### src/rtl/uart_pkg.sv
// Shared constants and the status-word formatter for the UART receive path.
package uart_pkg;

  localparam int UART_FIFO_DEPTH = 16;

  // Bit positions inside the 32-bit status word.
  localparam int ST_COUNT_MSB = 7;
  localparam int ST_EMPTY     = 8;
  localparam int ST_FULL      = 9;
  localparam int ST_OVR       = 10;

  // Pack count and flags into the software-visible status word; unused bits read 0.
  function automatic logic [31:0] fmt_status(input logic [7:0] cnt, input logic emp,
                                             input logic ful, input logic ovr);
    logic [31:0] st;
    st                  = '0;
    st[ST_COUNT_MSB:0]  = cnt;
    st[ST_EMPTY]        = emp;
    st[ST_FULL]         = ful;
    st[ST_OVR]          = ovr;
    return st;
  endfunction

endpackage

### src/rtl/byte_fifo.sv
// Generic synchronous show-ahead FIFO. Pop on empty is ignored; push on full is
// accepted only when a pop frees the slot in the same cycle.
module byte_fifo #(
  parameter int DEPTH = 16,
  parameter int W     = 8,
  localparam int AW   = $clog2(DEPTH)
) (
  input  logic          clk,
  input  logic          rst,
  input  logic          push,
  input  logic          pop,
  input  logic [W-1:0]  wdata,
  output logic [W-1:0]  rdata,
  output logic [AW:0]   count,
  output logic          full,
  output logic          empty
);

  logic [DEPTH-1:0][W-1:0] mem;
  logic [AW-1:0]           wp, rp;
  logic                    do_push, do_pop;

  assign empty   = (count == '0);
  assign full    = (count == (AW+1)'(DEPTH));
  assign do_pop  = pop & ~empty;
  // A pop on a full FIFO frees the slot the simultaneous push needs.
  assign do_push = push & (~full | do_pop);
  assign rdata   = mem[rp];

  // Storage array; contents need no reset since count gates visibility.
  always_ff @(posedge clk) begin
    if (do_push) mem[wp] <= wdata;
  end

  // Pointers and occupancy; count can only move within 0..DEPTH given the gating above.
  always_ff @(posedge clk or posedge rst) begin
    if (rst) begin
      wp    <= '0;
      rp    <= '0;
      count <= '0;
    end else begin
      if (do_push) wp <= wp + 1'b1;
      if (do_pop)  rp <= rp + 1'b1;
      case ({do_push, do_pop})
        2'b10:   count <= count + 1'b1;
        2'b01:   count <= count - 1'b1;
        default: count <= count;
      endcase
    end
  end

endmodule

### src/rtl/uart_rx_fifo.sv
// Receive buffer: turns the receiver's valid level into one push per pulse,
// queues bytes, and formats data/status words for CPU polling.
module uart_rx_fifo
  import uart_pkg::*;
#(
  parameter int DEPTH = UART_FIFO_DEPTH
) (
  input  logic        clk,
  input  logic        rst,
  input  logic [7:0]  rx_data,
  input  logic        rx_valid,
  input  logic        pop,
  input  logic        clr_overrun,
  output logic [31:0] rd_data,
  output logic [31:0] status,
  output logic        empty,
  output logic        full
);

  localparam int AW = $clog2(DEPTH);

  logic          rx_prev;
  logic          push;
  logic          overrun;
  logic          drop;
  logic [7:0]    head;
  logic [AW:0]   count;

  assign push = rx_valid & ~rx_prev;
  // Full implies non-empty, so a coincident pop always frees room.
  assign drop = push & full & ~pop;

  byte_fifo #(.DEPTH(DEPTH), .W(8)) u_fifo (
    .clk   (clk),
    .rst   (rst),
    .push  (push),
    .pop   (pop),
    .wdata (rx_data),
    .rdata (head),
    .count (count),
    .full  (full),
    .empty (empty)
  );

  // Edge detector reset high so a valid level held across reset is not taken as a new byte.
  always_ff @(posedge clk or posedge rst) begin
    if (rst) rx_prev <= 1'b1;
    else     rx_prev <= rx_valid;
  end

  // Sticky overrun; a dropping push beats a coincident clear.
  always_ff @(posedge clk or posedge rst) begin
    if (rst)              overrun <= 1'b0;
    else if (drop)        overrun <= 1'b1;
    else if (clr_overrun) overrun <= 1'b0;
  end

  // Software-visible words, decoded from registered state only.
  always_comb begin
    rd_data = empty ? 32'h0 : {24'h0, head};
    status  = fmt_status(8'(count), empty, full, overrun);
  end

endmodule

### config.mk
export PLATFORM = sky130hd
export DESIGN_NAME = uart_rx_fifo
export DESIGN_NICKNAME = d
export VERILOG_FILES = /design/src/rtl/uart_pkg.sv /design/src/rtl/byte_fifo.sv /design/src/rtl/uart_rx_fifo.sv
export SDC_FILE = /design/constraint.sdc
export NUM_CORES = 1
export LEC_CHECK = 0
export CAP_MARGIN = 10
export CORE_UTILIZATION = 45
export DETAILED_ROUTE_END_ITERATION = 8
export PLACE_DENSITY = 0.67
export SYNTH_ARGS = -nofsm -noshare
export SYNTH_HDL_FRONTEND = slang
export SYNTH_SLANG_ARGS = --single-unit
### constraint.sdc
create_clock -name clk -period 8 [get_ports clk]
set_input_delay 1.6 -clock clk [delete_from_list [all_inputs] [get_ports clk]]
set_output_delay 1.6 -clock clk [all_outputs]
set_load 0.01 [all_outputs]
Word-level counts from Yosys, hierarchy flattened. Index checks and enable logic that the tools add are counted.

Output and inout bits: 66. Word-level logic and storage cells: 54. Register bits after elaboration: 143. Input port bits: 13.

Add/sub/neg operators: 4. Eq/ne operators: 3. Reductions and logical operators: 4. Bitwise operators: 10. Multiplexer cells: 9. Order comparisons: 3.

Operator list (count): bitwise mux 128 bit (1); binary-select mux 8 bit (select 4 bit) (1); demux 8 bit (select 4 bit) (1); 2-to-1 mux 8 bit (3); less-than comparator 4 x 5 -> 1 bit, second input constant (2); case mux 5 bit (2 select lines) (1); adder 4 x 1 -> 4 bit, second input constant (2); adder 5 x 1 -> 5 bit, second input constant (1); bitwise AND 1 bit (5); equality test 5 bit, second input constant (1); logical NOT 5 bit (1); subtractor 5 x 1 -> 5 bit, second input constant (1); >= comparator 4 x 1 -> 1 bit, second input constant (1); NOT 1 bit (4); nonzero test 2 bit (2); equality test 2 x 1 -> 1 bit, second input constant (1); equality test 2 bit, second input constant (1); 2-to-1 mux 1 bit (2); logical AND 1 bit (1); OR 1 bit (1).

Logic depth before layout (Yosys ltp). Gate-level depths: netlist (run 1).

Word-level depth: 7. Mapped depth: 13. Depth with buffers taken out: 11.

By module. From an unflattened synthesis (run 1), not the netlist that was laid out.

Cell total of the unflattened synthesis: 400. Area total of the unflattened synthesis: 6337.3 µm².

Modules (own cells, without submodules): byte_fifo (cells each 333, area each 5813.1 µm², seq. area each 4169.0 µm², instances 1); uart_rx_fifo (cells each 67, area each 524.3 µm², seq. area each 51.3 µm², instances 1).

Worst setup path before layout (run 1). Ideal clock, no wire load.

Kind: input to register. Start: input rx_valid. End: register u_fifo.count[4]. Setup time: 0.131 ns. Setup slack: 4.192 ns. Data required time: 7.869 ns. Data arrival time: 3.677 ns. Path buffers: 1. Cell stages on the path: 11. Cells stage by stage: nand2b_1 a31oi_2 inv_1 ha_1 buf_2 xor2_1 ha_1 o211ai_1 nor4bb_1 a2111o_1 or3_1.

Longest elaborated chain between the ends: 4. Elaborated cells on any way between the ends: 6. Classes of those cells: eq/ne (2); mux (1); bitwise (2); reduce/logical (1).

RTL lines: start: declaration (line uart_rx_fifo.sv:11) `input logic rx_valid,`; bitwise AND 1 bit (*) (line uart_rx_fifo.sv:29) `assign push = rx_valid & ~rx_prev;`; bitwise AND 1 bit (*) (line byte_fifo.sv:27) `assign do_push = push & (~full | do_pop);`; equality test 2 x 1 -> 1 bit or equality test 2 bit (tied branches) (line byte_fifo.sv:44) `case ({do_push, do_pop})`; case mux 5 bit (2 select lines) or nonzero test 2 bit (tied branches); end signal: assignment (line byte_fifo.sv:45) `2'b10: count <= count + 1'b1;`; end signal: assignment (line byte_fifo.sv:46) `2'b01: count <= count - 1'b1;`; end signal: assignment (line byte_fifo.sv:47) `default: count <= count;`; end: declaration (line byte_fifo.sv:14) `output logic [AW:0] count,`.

Mark *: on every way between the ends. The rest lies on a longest branch, timed or not. A chain may end at the register's enable or synchronous reset.

Worst setup path after layout (run 1).
Start: register u_fifo.rp[1]. End: output rd_data[1].

Longest elaborated chain between the ends: 3.

RTL lines: start: declaration (line byte_fifo.sv:20) `logic [AW-1:0] wp, rp;`; start signal: assignment (line byte_fifo.sv:43) `if (do_pop) rp <= rp + 1'b1;`; binary-select mux 8 bit (select 4 bit) (line byte_fifo.sv:28) `assign rdata = mem[rp];`; 2-to-1 mux 8 bit (not written as such) (line byte_fifo.sv:28); 2-to-1 mux 8 bit (line uart_rx_fifo.sv:60) `rd_data = empty ? 32'h0 : {24'h0, head};`; end: declaration (line uart_rx_fifo.sv:14) `output logic [31:0] rd_data,`.

No other way between the ends. The select of a mux whose other input is x is not followed.

==> impl_metrics.csv, run 1 <==
group,metric,value,unit
run_status,status,"completed",
synth,synth_area_leaders,"edfxtp_1, mux4_2, buf_4",
clock_network,source_to_sink_clock_delay_at_the_later_pin_of_the_worst_skew_pair,410,ps
worst_setup_path,launching_instance_or_port_of_the_critical_path,"u_fifo.rp[1]",
finish,synthToLayoutAreaGrowth,12.5,%
route,dr.pass1.iters,4,
worst_setup_path,critPathCaptureType,"output pin",
placed_design,dp.final_hpwl,6860,µm
sta,worst_hold_slack,493,ps
global_routing,grt_remaining_overflow,0,
synth,syn_inst,369,
synth,yosysTopAreaCellShare,0.606,
global_routing,global_route_wire_length_before_repair,17200,µm
synth,post_synthesis_simple_gate_area_fraction,0.0390,
power,power.density_cell_area,339,mW/mm²
clock_network,sinks_on_clock_net,143,
synth,synth_top_family_by_area,"multiplexers",
worst_setup_path,critical_path.startpoint_type,"flip-flop",
clock_network,tritoncts.num_buffers,17,
route,postRouteAntennaNets,0,
synth,post-synth-top-area-cell,"edfxtp_1",
clock_network,clockRootBuffer,"clkbuf_16",
hold_path,worstHoldStart,"u_fifo.rp[3]",
finish,antenna_cells,0,
global_routing,antenna_found_initial,1,
global_routing,maximum_number_of_pins_on_one_net_before_global_route_repair,33,
clock_network,postCtsSetupRepairBufs,0,
power,irDropWorstVdd,165,µV
clock_network,cts_repair_resize_count,0,
synth,syn-cell-area,0.00634,mm²
floorplanning,dieHeight,121,µm
clock_network,hold_fix_buffers_cts,0,
floorplanning,dieWidth,121,µm
finish,drive_above_1_share,0.184,
floorplanning,total_die_area,0.0146,mm²
power,p_leak,2.48,nW
clock_network,tritoncts,"built",
sta,grt_setup_unrepaired,"false",
sta,period_utilization_post_route,0.581,
sta,final.min_clock_period,4650,ps
sta,fmax,215,MHz
finish,final_net_count,421,
synth,ys.warnings.count,0,
floorplanning,floorplan.initialDensity,0.459,
sta,timing.setup.tns,0,ps
clock_network,cts_buffer_depth,2,
route,routed_wl,11000,µm
route,routed-via-count,3053,
sta,final_clock_skew,5.31,ps
placed_design,globalplace.congestion,0.691,
worst_setup_path,crit_arrival,3050,ps
worst_setup_path,timing.critical_path.fanout_max,32,
sta,final-hold-violation-count,0,
synth,sequential_to_total_area_share_from_yosys_stat,0.665,
synth,post_synth_num_cell_types,50,
synth,synth.ff_latch_count,143,
global_routing,first_global_vias,3104,
route,wl_per_cell,18.5,µm
worst_setup_path,crit-reg2reg-launch,"u_fifo.count[1]",
floorplanning,design.core.area,0.0138,mm²
floorplanning,io_pins,79,
route,route.detailed.vias_per_inst,5.16,
synth,dominantRegCellSynth,"edfxtp_1",
synth,synth-edff-count,128,
sta,final-setup-viol-count,0,
synth,avgSynthCellArea,17.2,µm²
sta,worst_slew_pin_slew,935,ps
clock_network,cts_h_tree_depth,4,
finish,layout_cells_excl_fill,592,
synth,synthAdderAreaFrac,0.0177,
floorplanning,floorplan.rows,43,
clock_network,worst_setup_hold_path_clk_slew,60,ps
placed_design,placedCellCount,560,
route,drc,0,
synth,muxShareOfSynthArea,0.149,
route,detailedRoute.firstIterationViolations,191,
synth,synth-compound-area-share,0.0298,
job,maxCapViolCount,0,
synth,xor_xnor_portion_of_the_synthesized_cell_area,0.0138,
global_routing,globalRouteTotalUtil,0.166,
hold_path,worst_min_delay_path_category,"flip-flop to flip-flop",
placed_design,io_buffers,30,
sta,slew-limit-headroom,0.373,
synth,synth-async-reset-ratio,0.105,
worst_setup_path,kind_of_critical_path,"flip-flop to output pin",
sta,timing.final.max_slew_violations,0,
worst_setup_path,timing.critical_path.required,6400,ps
## cell usage in the layout (no fill, tap or decap), types with 3 or more instances in the layout
master,Yosys,routed
conb_1,1,48
mux2i_1,8,8
nand2b_1,4,4
buf_4,53,5
clkinvlp_4,0,5
ha_1,9,9
xnor2_1,7,7
inv_1,9,9
xor2_1,3,3
clkbuf_16,0,17
a21oi_1,10,10
mux4_1,8,8
nand2_1,9,9
mux4_2,24,24
edfxtp_1,128,128
clkinv_1,0,3
dfrtp_1,14,14
clkdlybuf4s50_1,0,30
o21ai_0,9,9
mux2_2,10,10
nor2_1,14,14
## path summary, 6_finish.rpt
check	slack [ps]	depth (start not counted)	to
setup / recovery	3350	6	rd_data[1]
hold reg to reg	490	1	u_fifo.rp[3]
min in group asynchronous	1560	2	overrun
setup reg to reg	4470	10	u_fifo.count[4]
max in group asynchronous	6050	2	u_fifo.count[1]
hold / removal	490	1	u_fifo.rp[3]
## where the power goes
part,switching [mW],internal (mW),total (mW)
combinational,0.351,0.388,0.739
sequential,0.0778,0.883,0.961
clock,0.296,0.425,0.722
## final cells by class
cell class,instances,area (µm²)
Multi-Input combinational cell,193,1770
Clock buffer,18,429
Tap cell,180,225
Sequential cell,143,4220
Clock inverter,14,119
Fill cell,1090,6690
Inverter,9,33.8
Timing Repair Buffer,35,338
## metrics by stage
| stage | setup WS (ps) | utilization | total power [mW] | area [µm²] |
|---|---|---|---|---|
| after global placement | 3510 | 0.476 | 1.71 | 6590 |
| final | 3350 | 0.516 | 2.42 | 7140 |
| after floorplan | 4190 | - | 1.52 | 6520 |
| after CTS | 3320 | 0.516 | 2.45 | 7140 |
| after global routing | 3240 | 0.516 | 2.54 | 7140 |
| after detailed placement | 3390 | 0.476 | 1.73 | 6590 |
## cells in the mapped netlist (2+ instances only)
cell      number
edfxtp_1     128
buf_4         53
mux4_2        24
dfrtp_1       14
nor2_1        14
a21oi_1       10
buf_2         10
mux2_2        10
ha_1           9
inv_1          9
nand2_1        9
o21ai_0        9
mux2i_1        8
mux4_1         8
xnor2_1        7
nand2b_1       4
nor3_1         4
clkbuf_1       3
xor2_1         3
nand3_1        2
o21ai_2        2
## state kept, by name, indices dropped and copies added (netlist names)
register	cells
u_fifo.rp	4
overrun	1
u_fifo.mem	128
u_fifo.count	5
u_fifo.wp	4
rx_prev	1
## critical path, stage by stage, from the launching register on
cell and delay (ps):
dfrtp_1 390, buf_4 480, mux4_1 630, mux2_2 270
o21ai_0 210, a21oi_1 110, clkdlybuf4s50_1 530
## kinds of logic after synthesis
group	count (synthesis)
flip-flops	143
AND/OR/NAND/NOR	46
adder cells (fa/ha/maj)	9
multiplexers	50
XOR/XNOR	10
other	1
buffers and inverters	80
AO/OA/AOI/OAI	30
## routing by layer
layer | part of all wire | GRT usage | wire length (µm) | vias up
met5 | 0.0012 | 0 | 13 | -
met4 | 0.011 | 0.0702 | 125 | 2
met3 | 0.049 | 0.0335 | 538 | 13
met2 | 0.51 | 0.269 | 5560 | 117
met1 | 0.43 | 0.218 | 4730 | 1536
li1 | - | - | - | 1385
Note: power is estimated with default switching activity, not from simulation.
==> run 2: changes to the inputs <==
Clock period 8 ns to 4.76 ns, I/O delays scaled along.
==> impl_metrics.csv, run 2 (synthesized netlist as in run 1, its figures left out) <==
group,metric,value,unit
run_status,status,"completed",
floorplanning,floorplan.rows,43,
placed_design,dp.final_hpwl,7190,µm
sta,fmax,248,MHz
global_routing,antenna_found_initial,0,
clock_network,tritoncts.num_buffers,17,
worst_setup_path,timing.critical_path.fanout_max,14,
placed_design,placedCellCount,563,
clock_network,postCtsSetupRepairBufs,0,
finish,final_net_count,424,
sta,final.min_clock_period,4040,ps
clock_network,cts_buffer_depth,2,
worst_setup_path,critPathCaptureType,"output pin",
route,routed.top_layer,"met4",
clock_network,cts_repair_resize_count,0,
global_routing,globalRouteTotalUtil,0.165,
power,p_int,2.99,mW
sta,final-hold-violation-count,0,
placed_design,globalplace.congestion,0.700,
job,maxCapViolCount,0,
sta,grt_setup_unrepaired,"false",
route,dr.pass1.iters,4,
finish,synthToLayoutAreaGrowth,13.9,%
finish,layout_common_cells,"edfxtp_1, conb_1, clkdlybuf4s50_1",
worst_setup_path,crit_arrival,3090,ps
floorplanning,dieWidth,121,µm
sta,worst_slew_pin_slew,1040,ps
route,routed-via-count,3117,
global_routing,grt_remaining_overflow,0,
power,netSwitchingPower,1.23,mW
sta,worst_hold_slack,543,ps
power,power.density_cell_area,585,mW/mm²
route,detailedRoute.firstIterationViolations,216,
sta,period_utilization_post_route,0.848,
power,p_leak,2.53,nW
power,design_power_total,4.22,mW
clock_network,tritoncts,"built",
power,pwr-share-clk,0.312,
route,detail_route.wirelength.met1,4960,µm
route,postRouteAntennaNets,0,
hold_path,worst_min_delay_path_category,"flip-flop to flip-flop",
finish,drive_above_1_share,0.193,
floorplanning,total_die_area,0.0146,mm²
route,drc,0,
finish,number_of_flip_flops_in_the_largest_register,128,
clock_network,hold_fix_buffers_cts,0,
global_routing,global_route_wire_length_before_repair,16900,µm
floorplanning,io_pins,79,
global_routing,first_global_vias,3038,
sta,final_clock_skew,5.45,ps
clock_network,clockRootBuffer,"clkbuf_16",
finish,fill_cells,1114,
route,route.detailed.vias_per_inst,5.24,
clock_network,source_to_sink_clock_delay_at_the_later_pin_of_the_worst_skew_pair,410,ps
worst_setup_path,timing.critical_path.required,3810,ps
floorplanning,dieHeight,121,µm
placed_design,io_buffers,30,
route,routed_wl,11000,µm
finish,antenna_cells,0,
route,wl_per_cell,18.5,µm
finish,layout.cells.most_common,"edfxtp_1",
worst_setup_path,critical_path.startpoint_type,"flip-flop",
finish,layout_cells_excl_fill,595,
worst_setup_path,flop_to_flop_setup_slack,1190,ps
route,dr_wl_met3,405,µm
clock_network,sinks_on_clock_net,143,
power,proportion_of_power_drawn_by_flip_flops_and_latches,0.399,
route,met2_wirelength,5480,µm
sta,timing.setup.tns,0,ps
finish,regMostFlops,"u_fifo.mem",
floorplanning,design.core.area,0.0138,mm²
power,switch_share,0.291,
finish,biggestRegsByFlops,"u_fifo.mem: 128 flops, u_fifo.count: 5 flops",
clock_network,worst_setup_hold_path_clk_slew,60,ps
sta,timing.final.max_slew_violations,0,
global_routing,maximum_number_of_pins_on_one_net_before_global_route_repair,21,
sta,final-setup-viol-count,0,
power,combPwrFrac,0.289,
clock_network,cts_h_tree_depth,4,
sta,slew-limit-headroom,0.306,
floorplanning,floorplan.initialDensity,0.459,
worst_setup_path,kind_of_critical_path,"flip-flop to output pin",
power,irDropWorstVdd,330,µV
==> run 2: cell count changes in the layout (fill, tap and decap cells not counted), sizes merged <==
cell,previous run,this run
bufinv,1,3
clkinvlp,5,3
buf,5,8
==> run 2: per-layer routing <==
metal / vias to the layer above / global-route usage
met5: - / 0
met4: 0 / 0.0733
met3: 17 / 0.0387
met2: 116 / 0.267
met1: 1593 / 0.212
li1: 1391 / -
==> run 2: layout make-up <==
cell class                 count  area, µm²  share of cell area
clock buffer                  18        429              0.0594
clock inverter                14        166              0.0230
inverter                       9       33.8             0.00468
multi-input combinational    193       1770               0.244
sequential                   143       4220               0.584
tap                          180        225              0.0312
timing repair buffer          38        385              0.0533
==> run 2: worst max-delay path: stages (launching register included) <==
cell and delay [ps]:
dfrtp_1 820, buf_4 310, mux4_2 530, mux2_2 280, o21ai_2 150, a21oi_1 60, clkdlybuf4s50_1 520
==> run 2: power by group through the flow <==
stage	sequential (mW)	combinational (mW)	clock, mW
global route	1.71	1.33	1.39
CTS	1.69	1.24	1.34
detailed placement	1.71	1.24	0
global placement	1.71	1.22	0
finish	1.69	1.22	1.32
floorplan	1.56	0.993	0
==> run 2: path summary, 6_finish.rpt <==
path / start / end / depth (start not counted)
worst min register to register: overrun / overrun / 2
worst max register to register: u_fifo.count[1] / u_fifo.count[4] / 10
worst max-delay path: u_fifo.rp[1] / rd_data[6] / 6
max in group asynchronous: rst / u_fifo.count[4] / 2
worst min-delay path: overrun / overrun / 2
min in group asynchronous: rst / overrun / 2
==> run 2: metrics by stage <==
stage | util | setup slack [ps] | instance area (µm²)
floorplan | - | 1600 | 6520
global placement | 0.480 | 918 | 6630
detailed placement | 0.480 | 811 | 6630
CTS | 0.523 | 688 | 7230
global route | 0.523 | 624 | 7230
finish | 0.523 | 722 | 7230
